--- config.mk ---
export PLATFORM = sky130hd
export DESIGN_NAME = btn_spi_launcher
export DESIGN_NICKNAME = d
export VERILOG_FILES = /design/src/rtl/btn_spi_launcher.sv
export SDC_FILE = /design/constraint.sdc
export NUM_CORES = 1
export LEC_CHECK = 0
export ABC_AREA = 1
export CAP_MARGIN = 20
export CORE_UTILIZATION = 45
export CTS_CLUSTER_DIAMETER = 40
export DETAILED_ROUTE_END_ITERATION = 12
export GPL_ROUTABILITY_DRIVEN = 1
export GPL_TIMING_DRIVEN = 0
export HOLD_SLACK_MARGIN = 0.02
export PLACE_DENSITY = 0.7
export SYNTH_ARGS = -nofsm -noshare
export SYNTH_HDL_FRONTEND = slang
export SYNTH_SLANG_ARGS = --single-unit
--- constraint.sdc ---
create_clock -name clk -period 5.55 [get_ports clk]
set_input_delay 1.665 -clock clk [delete_from_list [all_inputs] [get_ports clk]]
set_output_delay 1.665 -clock clk [all_outputs]
set_load 0.02 [all_outputs]
--- src/rtl/btn_spi_launcher.sv ---
// Turns debounced button levels into single-shot SPI transactions: a send edge
// launches one frame, the done pulse captures the reply and bumps a counter.
module btn_spi_launcher #(
    parameter int DATA_W         = 8,
    parameter int CNT_W          = 8,
    parameter int TIMEOUT_CYCLES = 1_000_000
) (
    input  logic              clk,
    input  logic              rst,
    input  logic              btn_send,
    input  logic              btn_clr,
    input  logic [DATA_W-1:0] sw_data,
    input  logic              spi_done,
    input  logic [DATA_W-1:0] spi_rx_data,
    output logic              spi_start,
    output logic [DATA_W-1:0] spi_tx_data,
    output logic [DATA_W-1:0] rx_latched,
    output logic [CNT_W-1:0]  txn_count,
    output logic              busy,
    output logic              err_timeout
);

    localparam int TO_W = (TIMEOUT_CYCLES <= 2) ? 1 : $clog2(TIMEOUT_CYCLES);
    localparam logic [TO_W-1:0] TO_LAST = TO_W'(TIMEOUT_CYCLES - 1);

    typedef enum logic [1:0] {
        IDLE      = 2'd0,
        START     = 2'd1,
        WAIT_DONE = 2'd2
    } state_t;

    state_t          state_r;
    state_t          next_state_s;
    logic            btn_send_q;
    logic            btn_clr_q;
    logic            send_edge_s;
    logic            clr_edge_s;
    logic            launch_s;
    logic            capture_s;
    logic            timeout_s;
    logic            to_inc_s;
    logic [TO_W-1:0] timeout_cnt_r;

    assign send_edge_s = btn_send & ~btn_send_q;
    assign clr_edge_s  = btn_clr & ~btn_clr_q;

    // Previous button levels; reset high so a button held through reset is not an edge.
    always_ff @(posedge clk or posedge rst) begin
        if (rst) begin
            btn_send_q <= 1'b1;
            btn_clr_q  <= 1'b1;
        end else begin
            btn_send_q <= btn_send;
            btn_clr_q  <= btn_clr;
        end
    end

    // State register.
    always_ff @(posedge clk or posedge rst) begin
        if (rst) begin
            state_r <= IDLE;
        end else begin
            state_r <= next_state_s;
        end
    end

    // Next-state decode and transaction events.
    always_comb begin
        next_state_s = state_r;
        launch_s     = 1'b0;
        capture_s    = 1'b0;
        timeout_s    = 1'b0;
        to_inc_s     = 1'b0;
        case (state_r)
            IDLE: begin
                if (send_edge_s) begin
                    launch_s     = 1'b1;
                    next_state_s = START;
                end else begin
                    next_state_s = IDLE;
                end
            end
            START: begin
                next_state_s = WAIT_DONE;
            end
            WAIT_DONE: begin
                if (spi_done) begin
                    capture_s    = 1'b1;
                    next_state_s = IDLE;
                end else if (timeout_cnt_r == TO_LAST) begin
                    timeout_s    = 1'b1;
                    next_state_s = IDLE;
                end else begin
                    to_inc_s     = 1'b1;
                    next_state_s = WAIT_DONE;
                end
            end
            default: begin
                next_state_s = IDLE;
            end
        endcase
    end

    // Launch-side registers: start pulse, busy, held TX byte and the wait counter.
    always_ff @(posedge clk or posedge rst) begin
        if (rst) begin
            spi_start     <= 1'b0;
            busy          <= 1'b0;
            spi_tx_data   <= '0;
            timeout_cnt_r <= '0;
        end else begin
            spi_start <= (next_state_s == START);
            busy      <= (next_state_s != IDLE);
            if (launch_s) begin
                spi_tx_data   <= sw_data;
                timeout_cnt_r <= '0;
            end else if (to_inc_s) begin
                spi_tx_data   <= spi_tx_data;
                timeout_cnt_r <= timeout_cnt_r + TO_W'(1);
            end else begin
                spi_tx_data   <= spi_tx_data;
                timeout_cnt_r <= timeout_cnt_r;
            end
        end
    end

    // Captured status; a clear edge overrides any capture or timeout in the same cycle.
    always_ff @(posedge clk or posedge rst) begin
        if (rst) begin
            rx_latched  <= '0;
            txn_count   <= '0;
            err_timeout <= 1'b0;
        end else if (clr_edge_s) begin
            rx_latched  <= '0;
            txn_count   <= '0;
            err_timeout <= 1'b0;
        end else begin
            if (capture_s) begin
                rx_latched <= spi_rx_data;
                txn_count  <= txn_count + CNT_W'(1);
            end else begin
                rx_latched <= rx_latched;
                txn_count  <= txn_count;
            end
            if (timeout_s) begin
                err_timeout <= 1'b1;
            end else begin
                err_timeout <= err_timeout;
            end
        end
    end

endmodule

==> impl_summary.log <==
[metrics] CTS clk-pin slew, worst paths: 100 ps
[metrics] relative slew slack: 0.621
[metrics] summed negative setup slack over all endpoints: 0 ps
[metrics] cell type group with the largest total delay on the critical path: buffers and inverters
[metrics] area enclosed by the die boundary: 6270 sq um
[metrics] mean number of vias per cell: 5.05
[metrics] share of synthesized area spent on multiplexers: 0
[metrics] critical path required time: 3880 ps
[metrics] fraction of power consumed by the clock network: 0.244
[metrics] FFs w/ async S/R, synth: 1.00
[metrics] Seq pwr share: 0.494
[metrics] total standard cell area after synthesis: 2680 sq um
[metrics] xor-xnor portion of the synthesized cell area: 0.0392
[metrics] Critical Path End Type: output port
[metrics] crit-path max cell delay: 630 ps
[metrics] data arrival time of the critical path: 1380 ps
[metrics] H-Tree Depth: 2
[metrics] CTS tree: built
[metrics] Fill cells: 571
[metrics] Max IR drop VDD: 0.000187 V
[metrics] standby leakage power: 1.57 nW
[metrics] worst clock skew on the final layout: 9.42 ps
[metrics] remaining antenna violation count after routing: 0
[metrics] GRT Util Overall: 0.218
[metrics] number of instances in the synthesized netlist: 334
[metrics] slew of the pin with the lowest slew margin: 567 ps
[metrics] Max Slew Vio Count: 0
[metrics] total power: 0.946 mW
[metrics] initial antenna violation count: 0
[metrics] share of cells above drive strength 1: 0.0872
[metrics] maximum fanout along the worst path: 5
[metrics] number of clock buffers inserted by TritonCTS: 5
[metrics] internal power summed over all cells: 0.634 mW
[metrics] post-route setup slack: 2510 ps
[metrics] top cell types by occurrence after synthesis: sky130_fd_sc_hd__nand2_1, sky130_fd_sc_hd__nor2_1, sky130_fd_sc_hd__dfrtp_1
[metrics] setup slack after placement: 2290 ps
[metrics] setup repair bufs after CTS: 0
[metrics] residual overflow from global routing: 0
[metrics] routed via count: 2332
[metrics] Setup crit start kind: flop
[metrics] drt drc: 0
[metrics] class of the worst hold path: reg -> reg
[metrics] setup repair after global routing missed its margin: no
[metrics] area leader, netlist: sky130_fd_sc_hd__dfrtp_1
[metrics] largest buffer count on any clock path: 2
[metrics] hold violation count in the final report: 0
[metrics] commonest register cell after synthesis: sky130_fd_sc_hd__dfrtp_1
[metrics] pin count of the biggest net entering global routing: 35
[metrics] # nets final: 412
[metrics] cell at the slowest stage of the critical path: sky130_fd_sc_hd__clkdlybuf4s50_1
[metrics] hold buffer count at CTS: 0
[metrics] critical path buffer and inverter count: 1
[metrics] Antenna Cells: 0
[metrics] violation count after the first detailed-route iteration: 251
[metrics] Yosys Warn Count: 0
[metrics] tightest hold margin: 491 ps
[metrics] total power density per cell area: 282 nW/um^2
[metrics] share of synthesized area occupied by flip-flops and latches: 0.477
[metrics] timing-limited maximum frequency: 329 MHz
[metrics] Total Wirelength: 6130 microns
[metrics] average detailed-routed wire length per instance: 13.3 microns
[metrics] Initial Utilization: 0.478
[metrics] dominant cell by count in the synthesized netlist: sky130_fd_sc_hd__nand2_1
[metrics] combinational family with the most area after synthesis: simple AND/OR/NAND/NOR gates
[metrics] Gate power share: 0.262
[metrics] share of the clock period used by the worst path: 0.548
[metrics] clock period minus worst slack: 3040 ps
[metrics] total nets after synthesis: 357
[metrics] Die X-Extent: 79.2 microns
[metrics] Die Ht: 79.2 microns
[metrics] routability cong.: 0.898
[metrics] placed wire-length estimate: 4420 microns
[metrics] post-cts sizing count: 0
[metrics] number of synthesized flops with an enable pin: 0
[metrics] leading cell types by total area after synthesis: sky130_fd_sc_hd__dfrtp_1, sky130_fd_sc_hd__nand2_1, sky130_fd_sc_hd__nor2_1
[metrics] switching portion of total power: 0.331
[metrics] CTS Root Cell: sky130_fd_sc_hd__clkbuf_8
[metrics] compound-cell area share of the yosys netlist: 0.0645
[metrics] clock network latency to the later pin of the worst-skew pair: 310 ps
[metrics] area added between synthesis and finish: 25.3%
[metrics] I/O pin count: 48
[metrics] distinct cell type count of the synthesized netlist: 29
[metrics] ordered list of cells on the worst path: clkdlybuf4s50_1
[metrics] reported net switching power: 0.313 mW
[metrics] simple logic cell fraction of the synthesized area: 0.343
[metrics] area fraction of the dominant cell type after synthesis: 0.458
[metrics] #FFs+latches synth: 51
[metrics] first drt pass iteration count: 4
[metrics] number of setup violations in the final report: 0
[metrics] status: completed
[metrics] standard-cell rows: 27
[metrics] category of the critical setup timing path: reg -> out
[metrics] Adder-Cell Fraction of Synth Area: 0.00934
[metrics] via count of the first global-routing pass: 2187
[metrics] number of standard cells in the final layout excluding fillers: 462
[metrics] number of port buffers: 47
[metrics] # Max-Cap Violations: 0
[metrics] placed cell count: 454
[metrics] Clock Sink Count: 51
[metrics] placeable core region: 5610 sq um
[metrics] first-pass GRT wire length: 10400 microns
[metrics] syn_area_per_cell: 8.02 sq um
==> power groups by stage <==
| stage | clock network [mW] | registers [mW] | logic (mW) |
|---|---|---|---|
| 2_1_floorplan | 0 | 0.500 | 0.111 |
| 3_3_place_gp | 0 | 0.472 | 0.245 |
| 3_5_place_dp | 0 | 0.473 | 0.250 |
| 4_1_cts | 0.240 | 0.467 | 0.251 |
| 5_1_grt | 0.255 | 0.473 | 0.276 |
| 6_report | 0.231 | 0.467 | 0.248 |
==> sequential cells by signal, summed over array words and instances, names as in the netlist <==
register / count
btn_send_q: 1
state_r: 2
btn_clr_q: 1
rx_latched: 8
busy: 1
spi_tx_data: 8
err_timeout: 1
spi_start: 1
txn_count: 8
timeout_cnt_r: 20
==> kinds of logic after synthesis <==
kind of cell | after synthesis
flip-flops | 51
buffers and inverters | 41
adder cells (fa/ha/maj) | 2
AO/OA/AOI/OAI | 24
AND/OR/NAND/NOR | 204
XOR/XNOR | 12
==> per-layer routing <==
metal,track usage,up-vias,share of wire
met5,0,-,0
met4,0.0709,0,0.013
met3,0.0425,5,0.056
met2,0.326,56,0.47
met1,0.317,1092,0.46
li1,-,1179,-
==> final timing paths <==
check,from,to,slack (ps),cells past startpoint
min in group asynchronous,rst,rx_latched[7],1640,2
min,spi_tx_data[1],spi_tx_data[1],490,2
max reg2reg,timeout_cnt_r[0],timeout_cnt_r[8],3730,9
max in group asynchronous,rst,btn_send_q,3330,3
min reg2reg,spi_tx_data[1],spi_tx_data[1],490,2
max,txn_count[3],txn_count[3],2510,1
==> cell type report <==
cell class	instances	area, sq um	area share
clock inverter	2	13.8	0.00410
inverter	35	131	0.0391
sequential	51	1280	0.381
clock buffer	6	82.6	0.0246
multi-input combinational	242	1220	0.364
tap	72	90.1	0.0268
buffer	6	47.5	0.0142
timing repair buffer	48	490	0.146
==> placed cells by master (no fill, tap or decap), types with 6 or more instances in the layout <==
cell                              synthesis  layout
sky130_fd_sc_hd__nand3_1                 36      36
sky130_fd_sc_hd__clkdlybuf4s50_1          0      47
sky130_fd_sc_hd__nand4_1                  9       9
sky130_fd_sc_hd__o21ai_2                  6       6
sky130_fd_sc_hd__a22o_1                   8       8
sky130_fd_sc_hd__nand2_1                 93      93
sky130_fd_sc_hd__nor2_1                  50      50
sky130_fd_sc_hd__clkbuf_8                 0       6
sky130_fd_sc_hd__inv_1                   31      30
sky130_fd_sc_hd__xor2_1                   8       8
sky130_fd_sc_hd__dfrtp_1                 49      49
==> worst min-delay path: cells and delay by family (launching register included) <==
| kind | cells | cell delay (ps) |
|---|---|---|
| flip-flops | 1 | 360 |
| AND/OR/NAND/NOR | 2 | 100 |
==> metrics by stage <==
stage / instance area [sq um] / utilization
floorplan: 2680 / -
global placement: 3240 / 0.578
detailed placement: 3260 / 0.581
CTS: 3360 / 0.598
global route: 3360 / 0.598
finish: 3360 / 0.598
Note: power is estimated with default switching activity, not from simulation.
